### src/rtl/mux4_rr.sv
// rtl/mux4_rr.sv - four-to-one round-robin arbitrating mux with registered output and source tag
module mux4_rr #(
    parameter int W = 8
) (
    input  logic           clk,
    input  logic           rst_n,
    input  logic [3:0]     in_valid,
    input  logic [4*W-1:0] in_data,
    output logic [3:0]     in_ready,
    output logic           out_valid,
    output logic [W-1:0]   out_data,
    output logic [1:0]     out_sel,
    input  logic           out_ready
);

    logic [1:0]   r_ptr;
    logic         r_out_valid;
    logic [W-1:0] r_out_data;
    logic [1:0]   r_out_sel;

    logic         w_found;
    logic [1:0]   w_gnt;
    logic [1:0]   w_cand;
    logic         w_free;
    logic         w_accept;

    // Search starts at the pointer and wraps, so the first hit is the round-robin winner.
    always_comb begin
        w_found = 1'b0;
        w_gnt   = r_ptr;
        w_cand  = r_ptr;
        for (int k = 0; k < 4; k++) begin
            w_cand = r_ptr + 2'(k);
            if (!w_found && in_valid[w_cand]) begin
                w_found = 1'b1;
                w_gnt   = w_cand;
            end
        end
    end

    assign w_free   = ~r_out_valid | out_ready;
    // Gating with rst_n keeps in_ready low for the whole time reset is held.
    assign w_accept = rst_n & w_found & w_free;
    assign in_ready = w_accept ? (4'b0001 << w_gnt) : 4'b0000;

    always_ff @(posedge clk or negedge rst_n) begin
        if (!rst_n) begin
            r_ptr       <= 2'd0;
            r_out_valid <= 1'b0;
            r_out_data  <= '0;
            r_out_sel   <= 2'd0;
        end else if (w_accept) begin
            r_ptr       <= w_gnt + 2'd1;
            r_out_valid <= 1'b1;
            r_out_data  <= in_data[w_gnt*W +: W];
            r_out_sel   <= w_gnt;
        end else if (r_out_valid && out_ready) begin
            r_out_valid <= 1'b0;
        end
    end

    assign out_valid = r_out_valid;
    assign out_data  = r_out_data;
    assign out_sel   = r_out_sel;

endmodule

### config.mk
export PLATFORM = sky130hd
export DESIGN_NAME = mux4_rr
export DESIGN_NICKNAME = d
export VERILOG_FILES = /design/src/rtl/mux4_rr.sv
export SDC_FILE = /design/constraint.sdc
export NUM_CORES = 1
export LEC_CHECK = 0
export BUFFER_PORTS_ARGS = -buffer_cell sky130_fd_sc_hd__buf_2
export CAP_MARGIN = 20
export CELL_PAD_IN_SITES_DETAIL_PLACEMENT = 2
export CELL_PAD_IN_SITES_GLOBAL_PLACEMENT = 2
export CORE_MARGIN = 1
export CORE_UTILIZATION = 24
export CTS_BUF_LIST = sky130_fd_sc_hd__clkbuf_16
export DETAILED_ROUTE_END_ITERATION = 10
export GPL_TIMING_DRIVEN = 0
export PLACE_DENSITY = 0.77
export SLEW_MARGIN = 20
export SYNTH_ARGS = -nofsm -noshare
export SYNTH_HDL_FRONTEND = slang
export SYNTH_SLANG_ARGS = --single-unit
### constraint.sdc
create_clock -name clk -period 2.2 [get_ports clk]
set_clock_uncertainty 0.2 [all_clocks]
set_input_delay 0.11 -clock clk [delete_from_list [all_inputs] [get_ports clk]]
set_output_delay 0.11 -clock clk [all_outputs]
set_load 0.03 [all_outputs]
# Word level (Yosys, flattened, before mapping)
# Cells that the tools add are included.
dict set report word_totals {
  reg_bits 13
  inputBits 39
  out_inout_bits 15
}
dict set report op_classes {
  add_sub_neg 4
  order_cmp 4
  shift 2
  muxes 18
  n_bitwise 4
  n_reduce_logical 8
}
# cell count
set ops {}
lappend ops {{32-bit by 6-bit variable part select with 8-bit output} 1}
lappend ops {{2-bit by 3-bit less-than comparator with 1-bit output, second input constant} 4}
lappend ops {{1-bit two-way mux} 10}
lappend ops {{1-bit binary-select mux with 2-bit select} 4}
lappend ops {{2-bit two-way mux} 3}
lappend ops {{2-bit by 1-bit adder with 2-bit output, second input constant} 2}
lappend ops {{2-bit adder, second input constant} 2}
lappend ops {{1-bit logical AND} 4}
lappend ops {{4-bit two-way mux} 1}
lappend ops {{1-bit by 2-bit << shifter with 4-bit output, first input constant} 1}
lappend ops {{1-bit zero test} 3}
lappend ops {{1-bit AND} 2}
lappend ops {{2-bit nonzero test} 1}
lappend ops {{1-bit NOT} 1}
lappend ops {{1-bit bitwise OR} 1}

# Logic depth before layout (Yosys ltp)
# Gate-level depths: netlist of the first run.
dict set report depth {
  depth_word 15
  ltp_mapped 8
}

# Worst setup path after synthesis of the first run
# No wires, ideal clock.
dict set report synth_timing {
  path_kind {reg2out}
  start {register r_ptr[0]}
  end {output port in_ready[1]}
  arrival_time_ns 1.801
  t_required_ns 1.890
  setup_slack_ns 0.089
  path_stages_with_launch 8
  path_cell_list {dfrtp_1 nor2b_2 o21a_1 buf_6 or3_4 buf_12 buf_12 nor2_1}
}
dict set report synth_via {
  elab_chain_len 15
  word_cells_on_any_way 28
  cone_classes {add/sub (3); shift (1); mux (16); bitwise (2); reduce/logical (6)}
}
# element line_no
set synth_rtl {}
lappend synth_rtl {{start, declared} 16} ;# logic [1:0] r_ptr;
lappend synth_rtl {{start signal, assigned} 53} ;# r_ptr <= w_gnt + 2'd1;
lappend synth_rtl {{parallel branches: the longest is 14 deep, another holds 2-bit by 1-bit adder with 2-bit output} --}
lappend synth_rtl {{4-bit two-way mux *} 44} ;# assign in_ready = w_accept ? (4'b0001 << w_gnt) : 4'b0000;
lappend synth_rtl {{end, declared} 9} ;# output logic [3:0] in_ready,
# Mark *: on every way between the ends. The select of a mux whose other input is x is not followed.

# Worst setup path in the final report of the first run
dict set report layout_timing {
  start {register r_ptr[0]}
  end {output port in_ready[2]}
}
# Same word-level chain as after synthesis.

==> results of run 1 <==
## cells in the mapped netlist, drive strengths merged
library cell / instances
mux2: 2
o21ai: 2
a211oi: 17
o41ai: 1
o21a: 1
and3: 2
nand4b: 1
nand2: 1
xnor2: 1
mux2i: 8
dfrtp: 13
or3: 2
buf: 4
and2: 1
or2b: 2
nor2b: 2
inv: 2
a21oi: 4
clkbuf: 1
nand3b: 1
nand3: 1
nor3: 1
nor4b: 8
nor2: 13
## through the flow
stage | power, mW | hold slack [ps]
floorplan | 1.04 | -386
global placement | 1.25 | -167
detailed placement | 1.29 | -166
CTS | 1.67 | 14.7
global route | 1.85 | 39.5
finish | 1.75 | 10.0
## state kept, by name (all words and copies together), names as in the netlist
name and cells:
out_valid 1, r_ptr 2, out_sel 2, out_data 8
## report_power, final
group | switching, mW | internal, mW | total, mW
Combinational | 0.575 | 0.409 | 0.984
Clock | 0.104 | 0.242 | 0.346
Sequential | 0.0731 | 0.346 | 0.419
Total | 0.752 | 0.997 | 1.75
## critical path: cells and delay by family, from the launching register on
family	cells	cell delay, ps
flip-flops	1	410
AND/OR/NAND/NOR	3	590
buffers and inverters	3	420
AO/OA/AOI/OAI	1	180
## logic make-up (layout without fill, tap and decap cells)
group                     after synthesis  count (layout)
and+or+nand+nor                        35              35
DFF                                    13              13
AOI/OAI and AO/OA                      25              25
buffers and inverters                   7              80
xor gates and xnor gates                1               1
muxes                                  10              10
## worst min path at each step
stage,cells past startpoint,slack (ps),startpoint,to
finish,3,10,in_data[26],out_data[2]$_DFFE_PN0P_
global route,3,40,rst_n,out_valid$_DFFE_PN0P_
CTS,3,10,in_data[24],out_data[0]$_DFFE_PN0P_
detailed placement,1,-170,rst_n,out_valid$_DFFE_PN0P_
global placement,1,-170,rst_n,out_valid$_DFFE_PN0P_
floorplan,0,-390,rst_n,out_data[0]$_DFFE_PN0P_
## routing by layer
| layer | global-route usage [%] | share of wire, % | vias up |
|---|---|---|---|
| met2 | 31.9 | 52 | 38 |
| li1 | - | - | 493 |
| met4 | 6.52 | 1.2 | 0 |
| met1 | 18.7 | 41 | 521 |
| met3 | 3.17 | 5.4 | 4 |
| met5 | 0 | 0 | - |
## layout make-up
cell class / instances / area, um2
clock buffer: 3 / 75.1
clock inverter: 1 / 5.00
tap: 48 / 60.1
fill: 439 / 2220
inverter: 2 / 7.51
multi-input combinational: 71 / 602
timing repair buffer: 71 / 414
sequential: 13 / 328
buffer: 3 / 36.3
## repair_timing
| item | 4_1_cts | 5_1_grt |
|---|---|---|
| endpoints found under the hold margin | 14 | 0 |
| gates resized for setup | 9 | 5 |
| pin swaps | 3 | 0 |
| endpoints found under the setup margin | 12 | 11 |
| hold buffers | 2 | 0 |
| buffers inserted | 4 | 12 |
==> metrics.txt, run 1 <==
cell area after layout 1530 um2; part of the Yosys area used for sequential elements 34.1%; final count of hold timing violations 0; Critical R2R Capture out_data[4]$_DFFE_PN0P_; XOR/XNOR share of the synthesized area 0.917%; share of the synthesized area in the top cell type 34.1%; vertical die dimension 65.1 um; count of max-cap constraint violations 0; path type of the worst min-delay path in2reg; via count of the first global-routing pass 1151; Sum Neg Setup Slack 0 ps; upper clock frequency limit 465 MHz; number of clock sinks 13; final setup slack of the worst path 48.8 ps; static leakage 0.687 nW; CP Launch Point r_ptr[0]$_DFFE_PN0P_; Mapped Cells 91; Most common cell on crit path sky130_fd_sc_hd__buf_6; antenna violations before repair 0; FF+latch count, synth 13; Setup WS pre-CTS -349 ps; Register-to-Register Path Depth 8; synthesized area per cell 10.5 um2; placeable core region 3740 um2; P&R area growth vs syn 60.0%; vias after detailed routing 1056; Core Rows 22; TritonCTS clock tree yes; width of the chip 65.1 um; worst reg2reg path startpoint r_ptr[0]$_DFFE_PN0P_; Worst EP required 1890 ps; DP Wirelength 2540 um; Worst-path clk slew 50 ps; crit path max-delay cell type sky130_fd_sc_hd__dfrtp_2; worst rel slew slack 52.8%; GRT Util Overall 17.0%; area fraction in and, or, nand and nor cells after synthesis 23.2%; peak ir drop on the vdd network 0.418 mV; Antenna Violating Nets Remaining 0; first-pass GRT wire length 5360 um; vias per cell 4.98; delay contributed by the slowest stage of the critical path 410 ps; RSZ-0062 raised after global routing true; final max-slew violation count 0; Crit Path Max Fanout 7; residual overflow from global routing 0; synthesized netlist net count 130; count of final setup violators 0; Compound-Gate Fraction of Synth Area 24.1%; antenna cell count 0; number of buffers inserted by port buffering 53; buffers from clock root to sink, at most 2; Critical Path, Cell by Cell nor2b_2, o21a_1, buf_6, or3_4, buf_12, and3_2, buf_6; most common cell after layout, fill and taps aside sky130_fd_sc_hd__buf_2; result of the run finished, final reports clean; clock latency on the worst-skew pair 240 ps; final core occ 40.8%; final critical delay including setup and external delays 2150 ps; post-synthesis mux area share 10.7%; number of violations reported at the end of detailed-routing iteration 0 41; main combinational cell family by area after synthesis compound AO/OA/AOI/OAI gates; Synth area leader sky130_fd_sc_hd__dfrtp_1; pin count of the biggest net entering global routing 14; number of distinct library cell variants in the gate-level netlist after synthesis 31; setup slack of the worst register-to-register path 110 ps; yosys synthesis warning count 0; number of design rule violations left after detail routing 0; Post-Synthesis Cell Area 955 um2; kind of start point of the critical path flip-flop; CTS H-tree depth 1; termination of the worst setup path in_ready[2]; classification of the worst setup path reg2out; total instance count after detailed placement 192; most used cells in the layout excluding fill and tap cells sky130_fd_sc_hd__buf_2 (51), sky130_fd_sc_hd__buf_4 (16), sky130_fd_sc_hd__nor2_1 (13), sky130_fd_sc_hd__dfrtp_1 (11), sky130_fd_sc_hd__a211oi_2 (9); total length of routed wires 3520 um; capturing element type of the critical path primary output; GPL Wtd Cong 0.683; first-pass iteration count of the detailed router 4; I/O pins 54; standard cell area after detailed placement 1280 um2; total clock buffers created by CTS 3; Worst EP arrival 1840 ps; Non-Filler Instances 212; adder-cell share of the synthesized area 0%; CTS root buffer sky130_fd_sc_hd__clkbuf_16; average routed wire per standard cell 16.6 um; fraction of final layout cells with drive strength greater than 1 59.8%; Pwr per Cell Area 1140 nW/um2; main area contributors after synthesis sky130_fd_sc_hd__dfrtp_1 (34%), sky130_fd_sc_hd__a211oi_2 (12%), sky130_fd_sc_hd__mux2i_1 (8.4%), sky130_fd_sc_hd__nor4b_1 (7.3%), sky130_fd_sc_hd__a211oi_1 (6.3%); Total Die Area 4230 um2; Final Net Count 204; effective utilization at floorplan 25.5%; Period Utilization, post-route 97.8%; worst-margin pin slew 699 ps
Power figures use the tool's default switching activity.
==> inputs of run 2 (changes only) <==
Settings changed: CORE_ASPECT_RATIO set to 0.7.
==> run 2 against run 1 <==
Final cell count grew 2.8%. Sequential power about the same. Combinational power rose by 11%. Critical path depth is the same. Largest power group unchanged. Highest routed layer unchanged. Wire length grew 21%.
==> metrics.txt, run 2 (synthesis gave the netlist of run 1 again) <==
Register-to-Register Path Depth 8 (unchanged); number of clock sinks 13 (unchanged); upper clock frequency limit 455 MHz (-2.2%); Antenna Violating Nets Remaining 0 (unchanged); most used cells in the layout excluding fill and tap cells sky130_fd_sc_hd__buf_2 (52), sky130_fd_sc_hd__buf_4 (20), sky130_fd_sc_hd__nor2_1 (13), sky130_fd_sc_hd__dfrtp_1 (11), sky130_fd_sc_hd__a211oi_2 (10); Most common cell on crit path sky130_fd_sc_hd__buf_6; Pwr per Cell Area 1190 nW/um2 (+3.6%); Sum Neg Setup Slack 0 ps (unchanged); via count of the first global-routing pass 1126 (-2.2%); CTS root buffer sky130_fd_sc_hd__clkbuf_16; number of gates on the worst path with buffers counted 7 (unchanged); worst rel slew slack 51.9% (-0.95 points); buffers from clock root to sink, at most 2 (unchanged); Period Utilization, post-route 99.9% (+2.2 points); Core Rows 18 (-18%); vias per cell 4.89 (-1.8%); Crit Path Max Fanout 8 (+1); placeable core region 3670 um2 (-1.9%); first-pass iteration count of the detailed router 4 (unchanged); vertical die dimension 54.8 um (-16%); final setup slack of the worst path 1.39 ps (-47.4 ps); setup slack of the worst register-to-register path 50 ps (-60 ps); PnR Total Power 1.86 mW (+6.5%); Setup WS pre-CTS -464 ps (-115 ps); average routed wire per standard cell 19.6 um (+18%); cell family contributing the most delay on the critical path simple AND/OR/NAND/NOR gates; Final Net Count 208 (+2.0%); antenna cell count 0 (unchanged); fraction of final layout cells with drive strength greater than 1 61.9% (+2.1 points); number of design rule violations left after detail routing 0 (unchanged); Critical Path, Cell by Cell nor2b_2, o21a_1, buf_6, or3_4, buf_12, and3_2, buf_6; Worst EP arrival 1890 ps (+50 ps); number of buffers inserted by port buffering 53 (unchanged); final max-slew violation count 0 (unchanged); clock latency on the worst-skew pair 250 ps (about the same); termination of the worst setup path in_ready[2]; crit path max-delay cell type sky130_fd_sc_hd__dfrtp_2; GRT Util Overall 19.0% (+1.9 points); worst reg2reg path startpoint r_ptr[0]$_DFFE_PN0P_; kind of start point of the critical path flip-flop; peak ir drop on the vdd network 0.575 mV (+38%); crit path buf inv count 3 (unchanged); count of max-cap constraint violations 0 (unchanged); I/O pins 54 (unchanged); count of final setup violators 0 (unchanged); result of the run finished, final reports clean; antenna violations before repair 0 (unchanged); pin count of the biggest net entering global routing 14 (unchanged); final critical delay including setup and external delays 2200 ps (+47.4 ps); Total Die Area 4240 um2 (about the same); number of violations reported at the end of detailed-routing iteration 0 37 (-9.8%); most common cell after layout, fill and taps aside sky130_fd_sc_hd__buf_2; total clock buffers created by CTS 3 (unchanged); worst-margin pin slew 713 ps (+14.1 ps); classification of the worst setup path reg2out; CP Launch Point r_ptr[0]$_DFFE_PN0P_; capturing element type of the critical path primary output; width of the chip 77.4 um (+19%); P&R area growth vs syn 64.5%; DP Wirelength 2650 um (+4.4%); path type of the worst min-delay path in2reg; first-pass GRT wire length 5940 um (+11%); GPL Wtd Cong 0.806 (+18%); TritonCTS clock tree yes; vias after detailed routing 1066 (+0.95%); static leakage 0.710 nW (+3.4%); flip-flop count of the largest register after layout 8 (unchanged); Critical R2R Capture out_data[6]$_DFFE_PN0P_; residual overflow from global routing 0 (unchanged); Worst-path clk slew 50 ps (about the same); total length of routed wires 4270 um (+21%); Worst EP required 1890 ps (about the same); CTS H-tree depth 1 (unchanged); final count of hold timing violations 0 (unchanged); effective utilization at floorplan 26.0% (+0.50 points); delay contributed by the slowest stage of the critical path 410 ps (about the same)
[run 2: worst reg2reg max path: stages (launching register included)]
cell,delay [ps]
sky130_fd_sc_hd__dfrtp_2,410
sky130_fd_sc_hd__nor2b_2,70
sky130_fd_sc_hd__o21a_1,190
sky130_fd_sc_hd__buf_6,140
sky130_fd_sc_hd__or3_4,360
sky130_fd_sc_hd__buf_12,150
sky130_fd_sc_hd__buf_4,130
sky130_fd_sc_hd__a211oi_2,280
sky130_fd_sc_hd__a211oi_1,100
[run 2: worst min path at each step]
stage          slack [ps]                 endpoint  depth (start not counted)        start
6_report                8  out_data[0]$_DFFE_PN0P_                          3  in_data[24]
5_1_grt                40  out_data[1]$_DFFE_PN0P_                          3  in_data[25]
4_1_cts                20  out_data[1]$_DFFE_PN0P_                          3  in_data[25]
3_5_place_dp         -160    out_valid$_DFFE_PN0P_                          1        rst_n
3_3_place_gp         -170    out_valid$_DFFE_PN0P_                          1        rst_n
2_1_floorplan        -390  out_data[0]$_DFFE_PN0P_                          0        rst_n
[run 2: final cells by class]
| type | count | area [um2] |
|---|---|---|
| clock inverter | 1 | 5.00 |
| multi-input combinational | 71 | 614 |
| fill | 410 | 2100 |
| clock buffer | 3 | 75.1 |
| timing repair buffer | 75 | 442 |
| buffer | 3 | 36.3 |
| tap | 50 | 62.6 |
| inverter | 2 | 7.51 |
| sequential | 13 | 328 |
[run 2: power by group]
part           internal [mW]  total (mW)  switching, mW  leakage, nW
sequential             0.346       0.422         0.0763        0.142
combinational          0.454        1.09          0.635        0.527
clock                  0.242       0.351          0.108       0.0409
[run 2: per-layer routing]
layer	vias up	global-route usage [%]	routed length [um]
met4	0	1.89	25
li1	503	-	-
met2	39	35.1	2050
met5	-	0	0
met1	520	23.6	1960
met3	4	4.67	222
[run 2: what timing repair did]
| action | in CTS | in global routing |
|---|---|---|
| hold buffers | 2 | 0 |
| setup buffers | 4 | 16 |
| hold endpoints to repair | 14 | 0 |
| pin swaps | 3 | 2 |
| setup endpoints to repair | 12 | 11 |
| gates resized for setup | 8 | 8 |
[run 2: stage by stage]
| step | instance area [um2] | utilization (%) | cells | hold WS (ps) |
|---|---|---|---|---|
| 4_1_cts | 1430 | 38.9 | 202 | 15.2 |
| 6_report | 1570 | 42.8 | 218 | 8.13 |
| 2_1_floorplan | 955 | - | 91 | -386 |
| 3_3_place_gp | 1280 | 34.9 | 194 | -170 |
| 3_5_place_dp | 1280 | 34.9 | 194 | -164 |
| 5_1_grt | 1570 | 42.8 | 218 | 37.8 |
==> inputs of run 3 (changes only) <==
Settings changed: PLACE_DENSITY 0.77 to 0.75.
==> run 3 against run 2 <==
Count of clock-buffer cells in the layout unchanged. Critical endpoint unchanged. Fmax up 2.2%. Final area down 5.3%.
==> metrics.txt, run 3 (synthesis gave the netlist of run 1 again) <==
final max-slew violation count 0 (unchanged); Crit Path Max Fanout 6 (-2); GPL Wtd Cong 0.828 (+2.8%); result of the run finished, final reports clean; total clock buffers created by CTS 3 (unchanged); number of violations reported at the end of detailed-routing iteration 0 38 (+2.7%); flip-flop count of the largest register after layout 8 (unchanged); Period Utilization, post-route 97.8% (-2.2 points); number of buffers inserted by port buffering 53 (unchanged); peak ir drop on the vdd network 0.348 mV (-39%); worst rel slew slack 56.3% (+4.5 points); Critical Path, Cell by Cell or3_1, nand4b_1, nand2_2, and3_2, buf_4; final critical delay including setup and external delays 2150 ps (-47.4 ps); count of max-cap constraint violations 0 (unchanged); pin count of the biggest net entering global routing 14 (unchanged); total instance count after detailed placement 194 (unchanged); Worst EP required 1890 ps (about the same); kind of start point of the critical path flip-flop; multi-input combinational cell area 602 um2 (-2.0%); most common cell after layout, fill and taps aside sky130_fd_sc_hd__buf_2; worst-margin pin slew 653 ps (-59.7 ps); Setup WS pre-CTS -317 ps (+147 ps); GRT Util Overall 18.6% (-0.36 points); placeable core region 3670 um2 (unchanged); classification of the worst setup path reg2out; vertical die dimension 54.8 um (unchanged); number of design rule violations left after detail routing 0 (unchanged); most used cells in the layout excluding fill and tap cells sky130_fd_sc_hd__buf_2 (52), sky130_fd_sc_hd__nor2_1 (13), sky130_fd_sc_hd__dfrtp_1 (11), sky130_fd_sc_hd__buf_4 (11), sky130_fd_sc_hd__a211oi_2 (9); antenna violations before repair 0 (unchanged); via count of the first global-routing pass 1125 (-0.089%); Worst EP arrival 1840 ps (-50 ps); vias after detailed routing 1035 (-2.9%); clock latency on the worst-skew pair 240 ps (about the same); Sequential Power Share 24.8% (+2.1 points); count of final setup violators 0 (unchanged); DP Wirelength 2630 um (-1.1%); residual overflow from global routing 0 (unchanged); crit path max-delay cell type sky130_fd_sc_hd__dfrtp_2; final count of hold timing violations 0 (unchanged); Net Switching 0.764 mW (-6.8%); clock share of power 19.5% (+0.7 points); static leakage 0.667 nW (-6.1%); Worst-path clk slew 40 ps (about the same); Final Net Count 199 (-4.3%); first-pass GRT wire length 5760 um (-3.0%); CTS root buffer sky130_fd_sc_hd__clkbuf_16; I/O pins 54 (unchanged); antenna cell count 0 (unchanged); buffers from clock root to sink, at most 2 (unchanged); vias per cell 4.95 (+1.3%); Sum Neg Setup Slack 0 ps (unchanged); Layout fillers 414 (+0.98%); effective utilization at floorplan 26.0% (unchanged); Total Die Area 4240 um2 (unchanged); first-pass iteration count of the detailed router 2 (-2); CTS H-tree depth 1 (unchanged); upper clock frequency limit 465 MHz (+2.2%); P&R area growth vs syn 55.8%; path type of the worst min-delay path in2reg; switching fraction of total power 44.5% (+0.44 points); Antenna Violating Nets Remaining 0 (unchanged); PnR Total Power 1.72 mW (-7.7%); fraction of final layout cells with drive strength greater than 1 57.9% (-4.0 points); Non-Filler Instances 209 (-4.1%); area taken by flip-flops and latches 328 um2 (unchanged); delay contributed by the slowest stage of the critical path 450 ps (+40 ps); Int Power 0.954 mW (-8.4%); average routed wire per standard cell 18.5 um (-5.3%); number of clock sinks 13 (unchanged); total length of routed wires 3870 um (-9.2%); width of the chip 77.4 um (unchanged); Pwr per Cell Area 1150 nW/um2 (-2.6%); Core Rows 18 (unchanged); Worst Hold Margin 7.10 ps (-1.03 ps); TritonCTS clock tree yes; final setup slack of the worst path 48.8 ps (+47.4 ps); part of the total power dissipated in combinational logic 55.7% (-2.8 points); capturing element type of the critical path primary output
[run 3: stage by stage]
stage	cell area, um2	utilization [%]
after floorplan	955	-
after global placement	1280	34.9
after detailed placement	1280	34.9
after CTS	1450	39.6
after global routing	1490	40.5
final	1490	40.5
[run 3: cell type report]
class | count | share of cell area [%]
sequential | 13 | 22.0
buffer | 3 | 2.44
multi-input combinational | 71 | 40.5
timing repair buffer | 66 | 25.1
clock buffer | 3 | 5.05
clock inverter | 1 | 0.252
tap | 50 | 4.21
inverter | 2 | 0.505
[run 3: what timing repair did]
action,CTS,global route
pin swaps,3,1
gates resized for setup,7,6
cloned,0,0
hold buffers,3,0
endpoints found under the hold margin,14,0
setup endpoints to repair,12,11
setup buffers,7,3
[run 3: power by group through the flow]
stage               sequential (mW)  clock, mW  combinational [mW]
floorplan                     0.588          0               0.448
global placement              0.413          0               0.849
detailed placement            0.423          0               0.879
CTS                           0.424      0.348               0.921
global route                  0.440      0.361                1.02
finish                        0.426      0.336               0.956
[run 3: layer usage]
layer	global-route usage, %	share of wire [%]	wire length [um]
met5	0	0	0
met2	35.8	49	1900
met4	3.77	0.49	19
met1	21.5	45	1740
met3	4.67	5.5	212
[run 3: worst paths after layout]
kind                                        startpoint                      end  slack [ps]  depth (start not counted)
worst max-delay path              r_ptr[1]$_DFFE_PN0P_              in_ready[2]          50                          5
worst min-delay path                       in_data[30]  out_data[6]$_DFFE_PN0P_           7                          3
worst max register to register    r_ptr[0]$_DFFE_PN0P_  out_data[1]$_DFFE_PN0P_         110                          8
worst min register to register  out_sel[1]$_DFFE_PN0P_   out_sel[1]$_DFFE_PN0P_         310                          1
max in group asynchronous                        rst_n     r_ptr[1]$_DFFE_PN0P_         560                          3
min in group asynchronous                        rst_n  out_data[7]$_DFFE_PN0P_         780                          3
[run 3: critical path: cells and delay by family, from the launching register on]
family	cells	cell delay [ps]
and+or+nand+nor	4	990
DFF	1	450
buffers and inverters	1	160
